### src/rtl/fp16_mean_feed.sv
// Sequential fp16 accumulator feeding the divider: sums a vector one element per
// four cycles, then presents sum and element count (as fp16) and handshakes the divider.
module fp16_mean_feed (
    input  logic        clk,
    input  logic        reset,
    input  logic        in_valid,
    input  logic [15:0] in_data,
    input  logic        in_last,
    output logic        in_ready,
    output logic [15:0] sum_out,
    output logic [15:0] cnt_out,
    output logic        div_start,
    input  logic        div_done,
    output logic        busy
);

    typedef enum logic [2:0] {StIdle, StAlign, StAdd, StNorm, StIssue, StWait} state_e;

    state_e      state_q;
    logic [15:0] acc_q, opb_q;
    logic [10:0] cnt_q;
    logic        last_q;
    logic        sa_q, sb_q, sign_q;
    logic [10:0] ma_q, mb_q;
    logic [4:0]  exp_q;
    logic [11:0] sum_q;
    logic        in_ready_q, busy_q, div_start_q;
    logic [15:0] sum_out_q, cnt_out_q;

    // Exponent 31 becomes the largest finite value; exponent 0 becomes +0.
    function automatic logic [15:0] clamp_op(input logic [15:0] x);
        clamp_op = x;
        if (x[14:10] == 5'd31) begin
            clamp_op = {x[15], 15'h7BFF};
        end else if (x[14:10] == 5'd0) begin
            clamp_op = 16'h0000;
        end
    endfunction

    function automatic logic [15:0] cnt_to_fp16(input logic [10:0] c);
        logic [3:0] p;
        logic [4:0] e;
        logic [9:0] frac;
        p = 4'd0;
        for (int i = 0; i < 11; i++) begin
            if (c[i]) p = 4'(i);
        end
        e    = 5'd15 + {1'b0, p};
        frac = 10'(c << (4'd10 - p));
        cnt_to_fp16 = (c == 11'd0) ? 16'h0000 : {1'b0, e, frac};
    endfunction

    // Align stage
    logic [15:0] a_op, b_op;
    logic [4:0]  a_exp, b_exp, ediff, al_exp;
    logic [10:0] a_man, b_man, al_a, al_b;

    always_comb begin
        a_op  = clamp_op(acc_q);
        b_op  = clamp_op(opb_q);
        a_exp = a_op[14:10];
        b_exp = b_op[14:10];
        a_man = (a_exp == 5'd0) ? 11'd0 : {1'b1, a_op[9:0]};
        b_man = (b_exp == 5'd0) ? 11'd0 : {1'b1, b_op[9:0]};
        if (a_exp >= b_exp) begin
            ediff  = a_exp - b_exp;
            al_exp = a_exp;
            al_a   = a_man;
            al_b   = (ediff >= 5'd11) ? 11'd0 : (b_man >> ediff);
        end else begin
            ediff  = b_exp - a_exp;
            al_exp = b_exp;
            al_b   = b_man;
            al_a   = (ediff >= 5'd11) ? 11'd0 : (a_man >> ediff);
        end
    end

    // Add stage
    logic [11:0] add_sum;
    logic        add_sign;

    always_comb begin
        add_sum  = 12'd0;
        add_sign = 1'b0;
        if (sa_q == sb_q) begin
            add_sum  = {1'b0, ma_q} + {1'b0, mb_q};
            add_sign = sa_q;
        end else if (ma_q > mb_q) begin
            add_sum  = {1'b0, ma_q - mb_q};
            add_sign = sa_q;
        end else if (mb_q > ma_q) begin
            add_sum  = {1'b0, mb_q - ma_q};
            add_sign = sb_q;
        end
    end

    // Normalize stage
    logic [3:0]        lz;
    logic [9:0]        n_frac;
    logic signed [6:0] n_exp;
    logic [15:0]       norm_res;
    logic [10:0]       cnt_inc;

    always_comb begin
        lz = 4'd11;
        for (int i = 0; i < 11; i++) begin
            if (sum_q[i]) lz = 4'(10 - i);
        end
        if (sum_q[11]) begin
            n_frac = sum_q[10:1];
            n_exp  = $signed({2'b00, exp_q}) + 7'sd1;
        end else begin
            n_frac = 10'(sum_q[10:0] << lz);
            n_exp  = $signed({2'b00, exp_q}) - $signed({3'b000, lz});
        end
        if (sum_q == 12'd0 || n_exp < 7'sd1) begin
            norm_res = 16'h0000;
        end else if (n_exp > 7'sd30) begin
            norm_res = {sign_q, 15'h7BFF};
        end else begin
            norm_res = {sign_q, n_exp[4:0], n_frac};
        end
        cnt_inc = (cnt_q == 11'h7FF) ? cnt_q : cnt_q + 11'd1;
    end

    always_ff @(posedge clk) begin
        if (reset) begin
            state_q     <= StIdle;
            acc_q       <= 16'h0000;
            opb_q       <= 16'h0000;
            cnt_q       <= 11'd0;
            last_q      <= 1'b0;
            sa_q        <= 1'b0;
            sb_q        <= 1'b0;
            ma_q        <= 11'd0;
            mb_q        <= 11'd0;
            exp_q       <= 5'd0;
            sum_q       <= 12'd0;
            sign_q      <= 1'b0;
            in_ready_q  <= 1'b1;
            busy_q      <= 1'b0;
            div_start_q <= 1'b0;
            sum_out_q   <= 16'h0000;
            cnt_out_q   <= 16'h0000;
        end else begin
            case (state_q)
                StIdle: begin
                    if (in_valid) begin
                        opb_q      <= in_data;
                        last_q     <= in_last;
                        in_ready_q <= 1'b0;
                        busy_q     <= 1'b1;
                        state_q    <= StAlign;
                    end
                end
                StAlign: begin
                    sa_q    <= a_op[15];
                    sb_q    <= b_op[15];
                    ma_q    <= al_a;
                    mb_q    <= al_b;
                    exp_q   <= al_exp;
                    state_q <= StAdd;
                end
                StAdd: begin
                    sum_q   <= add_sum;
                    sign_q  <= add_sign;
                    state_q <= StNorm;
                end
                StNorm: begin
                    acc_q <= norm_res;
                    cnt_q <= cnt_inc;
                    if (last_q) begin
                        sum_out_q   <= norm_res;
                        cnt_out_q   <= cnt_to_fp16(cnt_inc);
                        div_start_q <= 1'b1;
                        state_q     <= StIssue;
                    end else begin
                        in_ready_q <= 1'b1;
                        busy_q     <= 1'b0;
                        state_q    <= StIdle;
                    end
                end
                StIssue: begin
                    div_start_q <= 1'b0;
                    state_q     <= StWait;
                end
                StWait: begin
                    if (div_done) begin
                        acc_q      <= 16'h0000;
                        cnt_q      <= 11'd0;
                        in_ready_q <= 1'b1;
                        busy_q     <= 1'b0;
                        state_q    <= StIdle;
                    end
                end
                default: begin
                    state_q <= StIdle;
                end
            endcase
        end
    end

    assign in_ready  = in_ready_q;
    assign busy      = busy_q;
    assign div_start = div_start_q;
    assign sum_out   = sum_out_q;
    assign cnt_out   = cnt_out_q;

endmodule

### config.mk
export PLATFORM = sky130hd
export DESIGN_NAME = fp16_mean_feed
export DESIGN_NICKNAME = d
export VERILOG_FILES = /design/src/rtl/fp16_mean_feed.sv
export SDC_FILE = /design/constraint.sdc
export NUM_CORES = 1
export LEC_CHECK = 0
export BUFFER_PORTS_ARGS = -buffer_cell sky130_fd_sc_hd__buf_2
export CORE_MARGIN = 2
export CORE_UTILIZATION = 55
export CTS_BUF_LIST = sky130_fd_sc_hd__clkbuf_4
export DETAILED_ROUTE_END_ITERATION = 7
export HOLD_SLACK_MARGIN = 0.03
export PLACE_DENSITY = 0.84
export SYNTH_ARGS = -nofsm -noshare
export SYNTH_HDL_FRONTEND = slang
export SYNTH_SLANG_ARGS = --single-unit
### constraint.sdc
create_clock -name clk -period 4.1 [get_ports clk]
set_input_delay 0.205 -clock clk [delete_from_list [all_inputs] [get_ports clk]]
set_output_delay 0.205 -clock clk [all_outputs]
set_load 0.02 [all_outputs]
Word level (Yosys, flattened, before mapping). Index checks and enable logic that the tools add are counted.

Word-level logic and storage cells: 133. Register bits after elaboration: 124. Bits of input ports: 21.

Shifts and indexed selects: 4. Add/subtract/negate cells: 10. Mux-type cells: 65. Reductions and logical operators: 17. $lt $le $gt $ge: 7. Equality and inequality tests: 13.

Operator list (count): $mux 11 (10); $mux 16 (6); $mux 4 (22); $pmux 16 s2 (1); $mux 15 (2); $gt 11x11->1 (2); $pmux 11 s2 (1); $shl 11x4->10 (2); $shr 11x5->11 (2); $sub 11x11->11 (2); $logic_not 5->1 (4); $pmux 3 s6 (1); $add 11x11->12 (1); $logic_not 12->1 (1); $mux 1 (12); $mux 12 (1); $add 11x1->11 const B (1); $eq 11x11->1 const B (1); $logic_not 11->1 (1); $eq 5x5->1 const B (2); $ge 5x4->1 const B (2); $mux 10 (1); $reduce_and 2->1 (5); $sub 5x5->5 (2); other kinds (22) (31).

Longest topological paths before layout. Gate-level depths: netlist of the first run.

Word-level depth: 18. Gate-level depth with buffers: 18. Gate-level depth less buffers: 15.

Worst setup path after synthesis of the first run. OpenSTA, ideal clock, no wires.

Path kind: register to register. Start point: reg sum_q[8]. End point: reg acc_q[9]. Clock period less this slack: 3.988 ns. Arrival time: 3.917 ns. Stages on the path, launching flop included: 19. Path slack: 0.112 ns. Path buffers: 3. Setup time: 0.070 ns. Cells stage by stage: dfxtp_1 -> clkbuf_1 -> inv_1 -> a21oi_1 -> nor2_1 -> a21oi_1 -> inv_1 -> ha_1 -> fa_1 -> nor2b_1 -> o21ai_0 -> a22oi_1 -> xor2_1 -> a41oi_1 -> and2_0 -> clkbuf_1 -> clkbuf_1 -> o221ai_1 -> a21oi_1.

Cells in the longest elaborated chain, start to end: 9.

RTL lines: start: declaration (RTL line 26) `logic [11:0] sum_q;`; start signal: assignment (RTL line 165) `sum_q <= add_sum;`; $mux 4 (3 in a row) (RTL line 107) `if (sum_q[i]) lz = 4'(10 - i);`; $sub 5x4->6 (RTL line 114) `n_exp = $signed({2'b00, exp_q}) - $signed({3'b000, lz});`; $mux 7 (RTL line 109) `if (sum_q[11]) begin`; $gt 7x6->1 or $lt 7x2->1 (tied branches) (RTL line 118, 116); $mux 15 or $logic_or 1x1->1 (tied branches) (RTL line 118, 116); $mux 16 * (RTL line 116) `if (sum_q == 12'd0 || n_exp < 7'sd1) begin`; $pmux 16 s2 * (RTL line 146) `case (state_q)`; end signal: assignment (RTL line 170) `acc_q <= norm_res;`; end: declaration (RTL line 20) `logic [15:0] acc_q, opb_q;`.

Every way passes the cells marked *; elsewhere a longest branch is shown, timed or not. A chain may end at the register's enable or synchronous reset.

Worst setup path after layout of the first run.
Start point: reg cnt_q[0]. End point: reg cnt_out_q[9] (netlist: cnt_out[9]).

Cells in the longest elaborated chain, start to end: 18.

RTL lines: start: declaration (RTL line 21) `logic [10:0] cnt_q;`; start signal: assignment (RTL line 171) `cnt_q <= cnt_inc;`; $add 11x1->11 or $eq 11x11->1 (tied branches) (RTL line 123) `cnt_inc = (cnt_q == 11'h7FF) ? cnt_q : cnt_q + 11'd1;`; $mux 11 * (RTL line 123); $mux 1 (RTL line 46) `if (c[i]) p = 4'(i);`; $mux 4 (9 in a row) (RTL line 46); $mux 4 (RTL line 172) `if (last_q) begin`; $mux 4 (RTL line 146); $mux 4 (RTL line 127) `if (reset) begin`; $sub 4x4->4 (RTL line 49) `frac = 10'(c << (4'd10 - p));`; $shl 11x4->10 (RTL line 49); $mux 15 * (RTL line 50) `cnt_to_fp16 = (c == 11'd0) ? 16'h0000 : {1'b0, e, frac};`; end signal: assignment (RTL line 174) `cnt_out_q <= cnt_to_fp16(cnt_inc);`; end: declaration (RTL line 28) `logic [15:0] sum_out_q, cnt_out_q;`.

Every way passes the cells marked *; elsewhere a longest branch is shown, timed or not. The select of a mux whose other input is x is not followed.

==> results.json, run 1 <==
{
  "status": "finished clean",
  "ys_seq_area_share_pct": 25.88,
  "viasPerCell": 6.320,
  "slew_headroom_pct": 18.52,
  "synthAdderAreaFrac_pct": 7.837,
  "synth_area_leaders": "dfxtp_1 (26%), ha_1 (6.6%), a21oi_1 (5.7%), nand2_1 (5.1%), nor2_1 (5.0%)",
  "yosysMostFrequentCell": "nand2_1",
  "worst_slack_ns": 0.3016,
  "die_x_um": 135.5,
  "finalWeightedCongestion": 0.9841,
  "yosys.area_share.simple_pct": 20.04,
  "syn2layout_area_growth_pct": 8.679,
  "synth_seq_cells": 123,
  "yosysTopAreaCellShare_pct": 25.88,
  "core_area_sq_um": 17120,
  "worst_setup_path_end_kind": "register",
  "synth_compound_area_share_pct": 29.48,
  "io_buffer_count": 54,
  "vias": 9518,
  "initial_core_util_pct": 55.59,
  "tightest_slew_ns": 1.222,
  "die_area_sq_um": 18370,
  "cts_made_buffers": 17,
  "ys_types": 85,
  "layout_worst_path_cycle_share_pct": 92.64,
  "grt_pass1_wl_um": 43730,
  "cts_tree": "built",
  "drtIter0Drc": 971,
  "ant_nets": 0,
  "finalHoldViolCount": 0,
  "wl_per_cell_um": 17.81,
  "globalRouteOverflowTotal": 0,
  "p_leak_nw": 4.172,
  "yosys-top-cells-count": "nand2_1 (130), nor2_1 (127), dfxtp_1 (123)",
  "yosysWarnings": 0,
  "synth_edf_count": 0,
  "synthMuxAreaShare_pct": 6.575,
  "setup-violations-final": 0,
  "num_rows": 48,
  "drcViolationCount": 0,
  "synth-main-ff-cell": "dfxtp_1",
  "ir_worst_vdd_v": 0.0003219,
  "power_mw": 3.750,
  "grt_start_max_net_pins": 95,
  "required_ns": 4.54,
  "syn_area_sq_um": 9515,
  "htreeDepth": 4,
  "fin_crit_ns": 3.798,
  "clkTransAtPathRegs_ns": 0.12,
  "grtUsageTotal_pct": 29.63,
  "nNetsFinal": 1344,
  "max_freq_mhz": 263.3,
  "syn-instance-count": 1251,
  "final_area_sq_um": 10340,
  "layout-drive-gt1-share_pct": 11.25,
  "arrival_ns": 4.23,
  "cts.sinks": 123,
  "synth_top_area_cell": "dfxtp_1",
  "grt_pass1_vias": 8614,
  "place_area_sq_um": 9833,
  "drv_slew": 0,
  "rsz0062_at_grt": "false",
  "syn-num-nets": 1328,
  "worstSetupPathType": "register to register",
  "async_reset_ff_share_pct": 0,
  "die_y_um": 135.5,
  "clock_latency_ns": 0.59,
  "skew_ns": 0.03291,
  "min_path_type": "input pin to register",
  "first_pass_iters": 6,
  "synth_top_family_by_area": "compound AO/OA/AOI/OAI gates",
  "synthXorXnorAreaFrac_pct": 2.945,
  "place_ws_ns": 0.2147,
  "grt_antenna_before_repair": 1,
  "maxCapViolations": 0,
  "place_hpwl_um": 19520,
  "critical_path_peak_fanout": 14,
  "wl_um": 26820,
  "avgSynthCellArea_sq_um": 7.606,
  "cts_buffer_depth": 2,
  "cts-root-buf": "clkbuf_4",
  "start_kind": "register",
  "pin_count": 56,
  "finalSetupTns_ns": 0,
  "power.density_nw_per_um2": 362.6
}
==> stage by stage <==
step                      util, %  hold WS, ns  cells
after detailed placement    57.45       0.4416   1454
after global placement      57.45       0.4332   1454
final                       60.42       0.1348   1506
after CTS                   60.35       0.1144   1505
after floorplan                 -       0.3410   1251
after global routing        60.42       0.1482   1506
==> path summary, 6_finish.rpt <==
kind | slack (ns) | from | to | cells past startpoint
hold / removal | 0.13 | reset | sum_out[2] | 4
hold reg to reg | 0.45 | sum_out[2] | sum_out[2] | 2
setup / recovery | 0.30 | cnt_q[0] | cnt_out[9] | 11
setup reg to reg | 0.30 | cnt_q[0] | cnt_out[9] | 11
==> flip-flops by register name, indices dropped and copies added, names as in the netlist <==
register	flops
mb_q	11
acc_q	16
sign_q	1
busy	1
in_ready	1
exp_q	5
cnt_out	15
opb_q	16
sum_out	16
sa_q	1
div_start	1
cnt_q	11
ma_q	11
state_q	3
last_q	1
sum_q	12
sb_q	1
==> worst max-delay path: stages (launching register included) <==
cell	delay (ns)
dfxtp_1	0.49
ha_1	0.30
and3_2	0.38
nand3_1	0.26
and2_1	0.27
a221o_1	0.29
and2_4	0.18
ha_1	0.40
inv_2	0.23
mux4_2	0.56
a32oi_1	0.22
o31ai_1	0.09
==> area by class of cell <==
type	instances	area, sq um
Fill cell	1515	6775
Multi-Input combinational cell	957	6386
Sequential cell	123	2462
Timing Repair Buffer	95	625.6
Tap cell	225	281.5
Inverter	73	276.5
Clock inverter	14	171.4
Clock buffer	18	135.1
Antenna cell	1	2.502
==> logic make-up (layout without fill, tap and decap cells) <==
| logic type | after synthesis | after routing |
|---|---|---|
| compound gates | 409 | 409 |
| xor+xnor | 32 | 32 |
| fa+ha+maj | 56 | 56 |
| buf+inv | 171 | 200 |
| flops | 123 | 123 |
| mux | 48 | 48 |
| other cells | 1 | 2 |
| simple gates | 411 | 411 |
==> per-layer routing <==
| metal | global-route usage [%] | vias up | wire length (um) | part of all wire [%] |
|---|---|---|---|---|
| li1 | - | 4588 | - | - |
| met1 | 41.84 | 4455 | 12030 | 45 |
| met2 | 45.32 | 425 | 12040 | 45 |
| met3 | 5.537 | 50 | 2111 | 7.9 |
| met4 | 10.53 | 0 | 645 | 2.4 |
| met5 | 0 | - | 0 | 0 |
==> what timing repair did <==
action,4_1_cts,5_1_grt
setup buffers,0,0
setup endpoints to repair,0,9
hold buffers,19,0
gates resized for setup,0,3
endpoints found under the hold margin,19,0
==> where the power goes <==
group	leakage, nW	switching, mW	total [mW]	internal (mW)
sequential	0.999	0.0824	1.33	1.25
clock	0.156	0.510	0.941	0.431
combinational	3.02	0.922	1.48	0.554
==> cells in the final DEF, fill, tap and decap left out, drive strengths merged, types with 8 or more instances in the layout <==
master       count
inv             74
xnor2           22
nor2b           13
nand2b          14
nand2          130
a211oi          37
a22oi           17
a311oi          12
xor2            10
mux2i           34
nand3           29
ha              50
clkbuf          18
dfxtp          123
dlygate4sd3     19
nor4             8
nor2           127
mux4            11
a21o            23
and3            10
and2            10
o21a            11
o31ai           15
nand4           11
nor3            38
a21oi          109
buf             76
o211ai          17
o21ai           66
o32ai           13
Note: power is estimated with default switching activity, not from simulation.
==> run 2, diff against run 1 <==
--- a/config.mk
+++ b/config.mk
@@ -10,6 +10,7 @@
 export CORE_UTILIZATION = 55
 export CTS_BUF_LIST = sky130_fd_sc_hd__clkbuf_4
 export DETAILED_ROUTE_END_ITERATION = 7
+export GPL_TIMING_DRIVEN = 0
 export HOLD_SLACK_MARGIN = 0.03
 export PLACE_DENSITY = 0.84
 export SYNTH_ARGS = -nofsm -noshare
==> run 2 against run 1 <==
Against the previous run: setup slack got worse by 0.12 ns; global-route usage up 2.5 points; clock-buffer cell count rose by 2; sequential power hardly changed; via count increased by 5.2%; cell count grew 5.0%; register-to-register slack got worse by 0.12 ns; total power down 2.5%.
==> results.json, run 2 (synthesis results as in run 1) <==
{
  "io_buffer_count": 53,
  "nNetsFinal": 1419,
  "grt_start_max_net_pins": 17,
  "clkTransAtPathRegs_ns": 0.12,
  "drtIter0Drc": 1003,
  "placedCellCount": 1529,
  "p_seq_share_pct": 36.4,
  "ir_worst_vdd_v": 0.0002292,
  "worst_slack_ns": 0.1858,
  "first_pass_iters": 5,
  "cts_made_buffers": 17,
  "wl_per_cell_um": 18.65,
  "min_to": "cnt_out[5]",
  "final_common_cell": "nand2_1",
  "layout_worst_path_cycle_share_pct": 95.47,
  "layout_common_cells": "nand2_1 (130), nor2_1 (127), dfxtp_1 (120)",
  "finalSetupTns_ns": 0,
  "combPwrFrac_pct": 43.3,
  "regToRegStartpoint": "sum_q[5]",
  "switching_share_pct": 43.02,
  "cts-root-buf": "clkbuf_4",
  "fin_crit_ns": 3.914,
  "rr_worst_depth": 14,
  "cts_tree": "built",
  "skew_ns": 0.02426,
  "die_x_um": 135.5,
  "max_freq_mhz": 255.5,
  "wl_met3_um": 2481,
  "ant_nets": 0,
  "m1WireLength_um": 12860,
  "htreeDepth": 4,
  "cts.sinks": 123,
  "p_int_mw": 2.084,
  "slew_headroom_pct": 41.74,
  "drcViolationCount": 0,
  "vias": 10009,
  "tightest_slew_ns": 0.8629,
  "num_rows": 48,
  "die_y_um": 135.5,
  "hold_path.startpoint": "reset",
  "syn2layout_area_growth_pct": 11.53,
  "required_ns": 4.59,
  "r2r_slack_ns": 0.19,
  "setup-violations-final": 0,
  "fillers": 1560,
  "netSwitchingPower_mw": 1.573,
  "worstSetupPathType": "register to register",
  "globalRouteOverflowTotal": 0,
  "grt_pass1_vias": 9185,
  "maxUsedRoutingLayer": "met4",
  "min_path_type": "input pin to register",
  "grt_antenna_before_repair": 1,
  "rr_endpoint": "acc_q[3]",
  "arrival_ns": 4.41,
  "start_kind": "register",
  "finalNonFillerCells": 1582,
  "power.density_nw_per_um2": 344.6,
  "critical_path_peak_fanout": 10,
  "place_ws_ns": -0.9113,
  "drv_slew": 0,
  "power_mw": 3.657,
  "wl_um": 29500,
  "place_hpwl_um": 22320,
  "finalWeightedCongestion": 0.9933,
  "routed-wl-met2_um": 13250,
  "core_area_sq_um": 17120,
  "holdPathStages": 4,
  "pin_count": 56,
  "grtUsageTotal_pct": 32.08,
  "clock_latency_ns": 0.56,
  "maxCapViolations": 0,
  "power_frac_clock_pct": 20.3,
  "die_area_sq_um": 18370,
  "p_leak_nw": 4.242,
  "status": "finished clean",
  "layout-drive-gt1-share_pct": 11.29,
  "cts_buffer_depth": 2,
  "worst_setup_path_end_kind": "register",
  "initial_core_util_pct": 55.59,
  "grt_pass1_wl_um": 46840,
  "viasPerCell": 6.327,
  "finalHoldViolCount": 0
}
==> run 2: changes by cell type in the layout (fill, tap and decap cells not counted), moves of 4 or more <==
cell	delta
buf_2	+6
clkbuf_2	+4
clkbuf_1	+71
buf_4	-13
buf_1	+4
==> run 2: worst max path at each step <==
stage / startpoint / to
floorplan: sum_q[8] / acc_q[9]
global placement: sum_q[8] / acc_q[2]
detailed placement: sum_q[8] / acc_q[2]
CTS: sum_q[2] / acc_q[3]
global route: sum_q[5] / acc_q[2]
finish: sum_q[5] / acc_q[3]
==> run 2: critical path, cell delays in order, from the launching register on <==
cell	delay [ns]
dfxtp_1	0.43
nor4_1	0.66
nand2b_1	0.19
clkbuf_1	0.28
ha_1	0.32
nor2b_1	0.14
o21ai_0	0.23
a22oi_2	0.17
xor2_2	0.21
a41oi_4	0.23
and2_0	0.18
clkbuf_2	0.18
buf_2	0.25
o21ai_0	0.21
a21oi_1	0.16
==> run 2: area by class of cell <==
type / count / area, sq um / area share, %
Buffer: 92 / 392.9 / 3.702
Timing Repair Buffer: 78 / 500.5 / 4.716
Clock buffer: 20 / 150.1 / 1.415
Tap cell: 225 / 281.5 / 2.653
Sequential cell: 123 / 2466 / 23.24
Clock inverter: 12 / 76.32 / 0.7192
Multi-Input combinational cell: 957 / 6461 / 60.88
Antenna cell: 2 / 5.005 / 0.04716
Inverter: 73 / 279.0 / 2.629
==> run 2: through the flow <==
stage | area [sq um] | hold slack, ns | util (%)
6_report | 10610 | 0.2088 | 62.00
2_1_floorplan | 9515 | 0.3410 | -
3_3_place_gp | 10060 | 0.4302 | 58.79
5_1_grt | 10610 | 0.2145 | 61.99
4_1_cts | 10520 | 0.1746 | 61.45
3_5_place_dp | 10060 | 0.4355 | 58.79
==> run 2: power by group through the flow <==
| stage | Sequential, mW | Combinational (mW) | Clock [mW] |
|---|---|---|---|
| after floorplan | 1.32 | 1.09 | 0 |
| after global placement | 1.34 | 1.43 | 0 |
| after detailed placement | 1.34 | 1.44 | 0 |
| after CTS | 1.32 | 1.48 | 0.746 |
| after global routing | 1.34 | 1.72 | 0.796 |
| final | 1.33 | 1.59 | 0.742 |
==> run 2: routing by layer <==
metal | vias up | track usage [%]
met5 | - | 0
met4 | 0 | 12.15
met3 | 83 | 6.846
met2 | 502 | 49.92
met1 | 4695 | 43.79
li1 | 4729 | -
==> run 2: what timing repair did <==
action / 4_1_cts / 5_1_grt
hold buffers: 19 / 0
buffers inserted: 0 / 6
endpoints found under the hold margin: 20 / 0
endpoints found under the setup margin: 25 / 34
pin swaps: 0 / 3
cloned: 0 / 0
resized for setup: 10 / 19
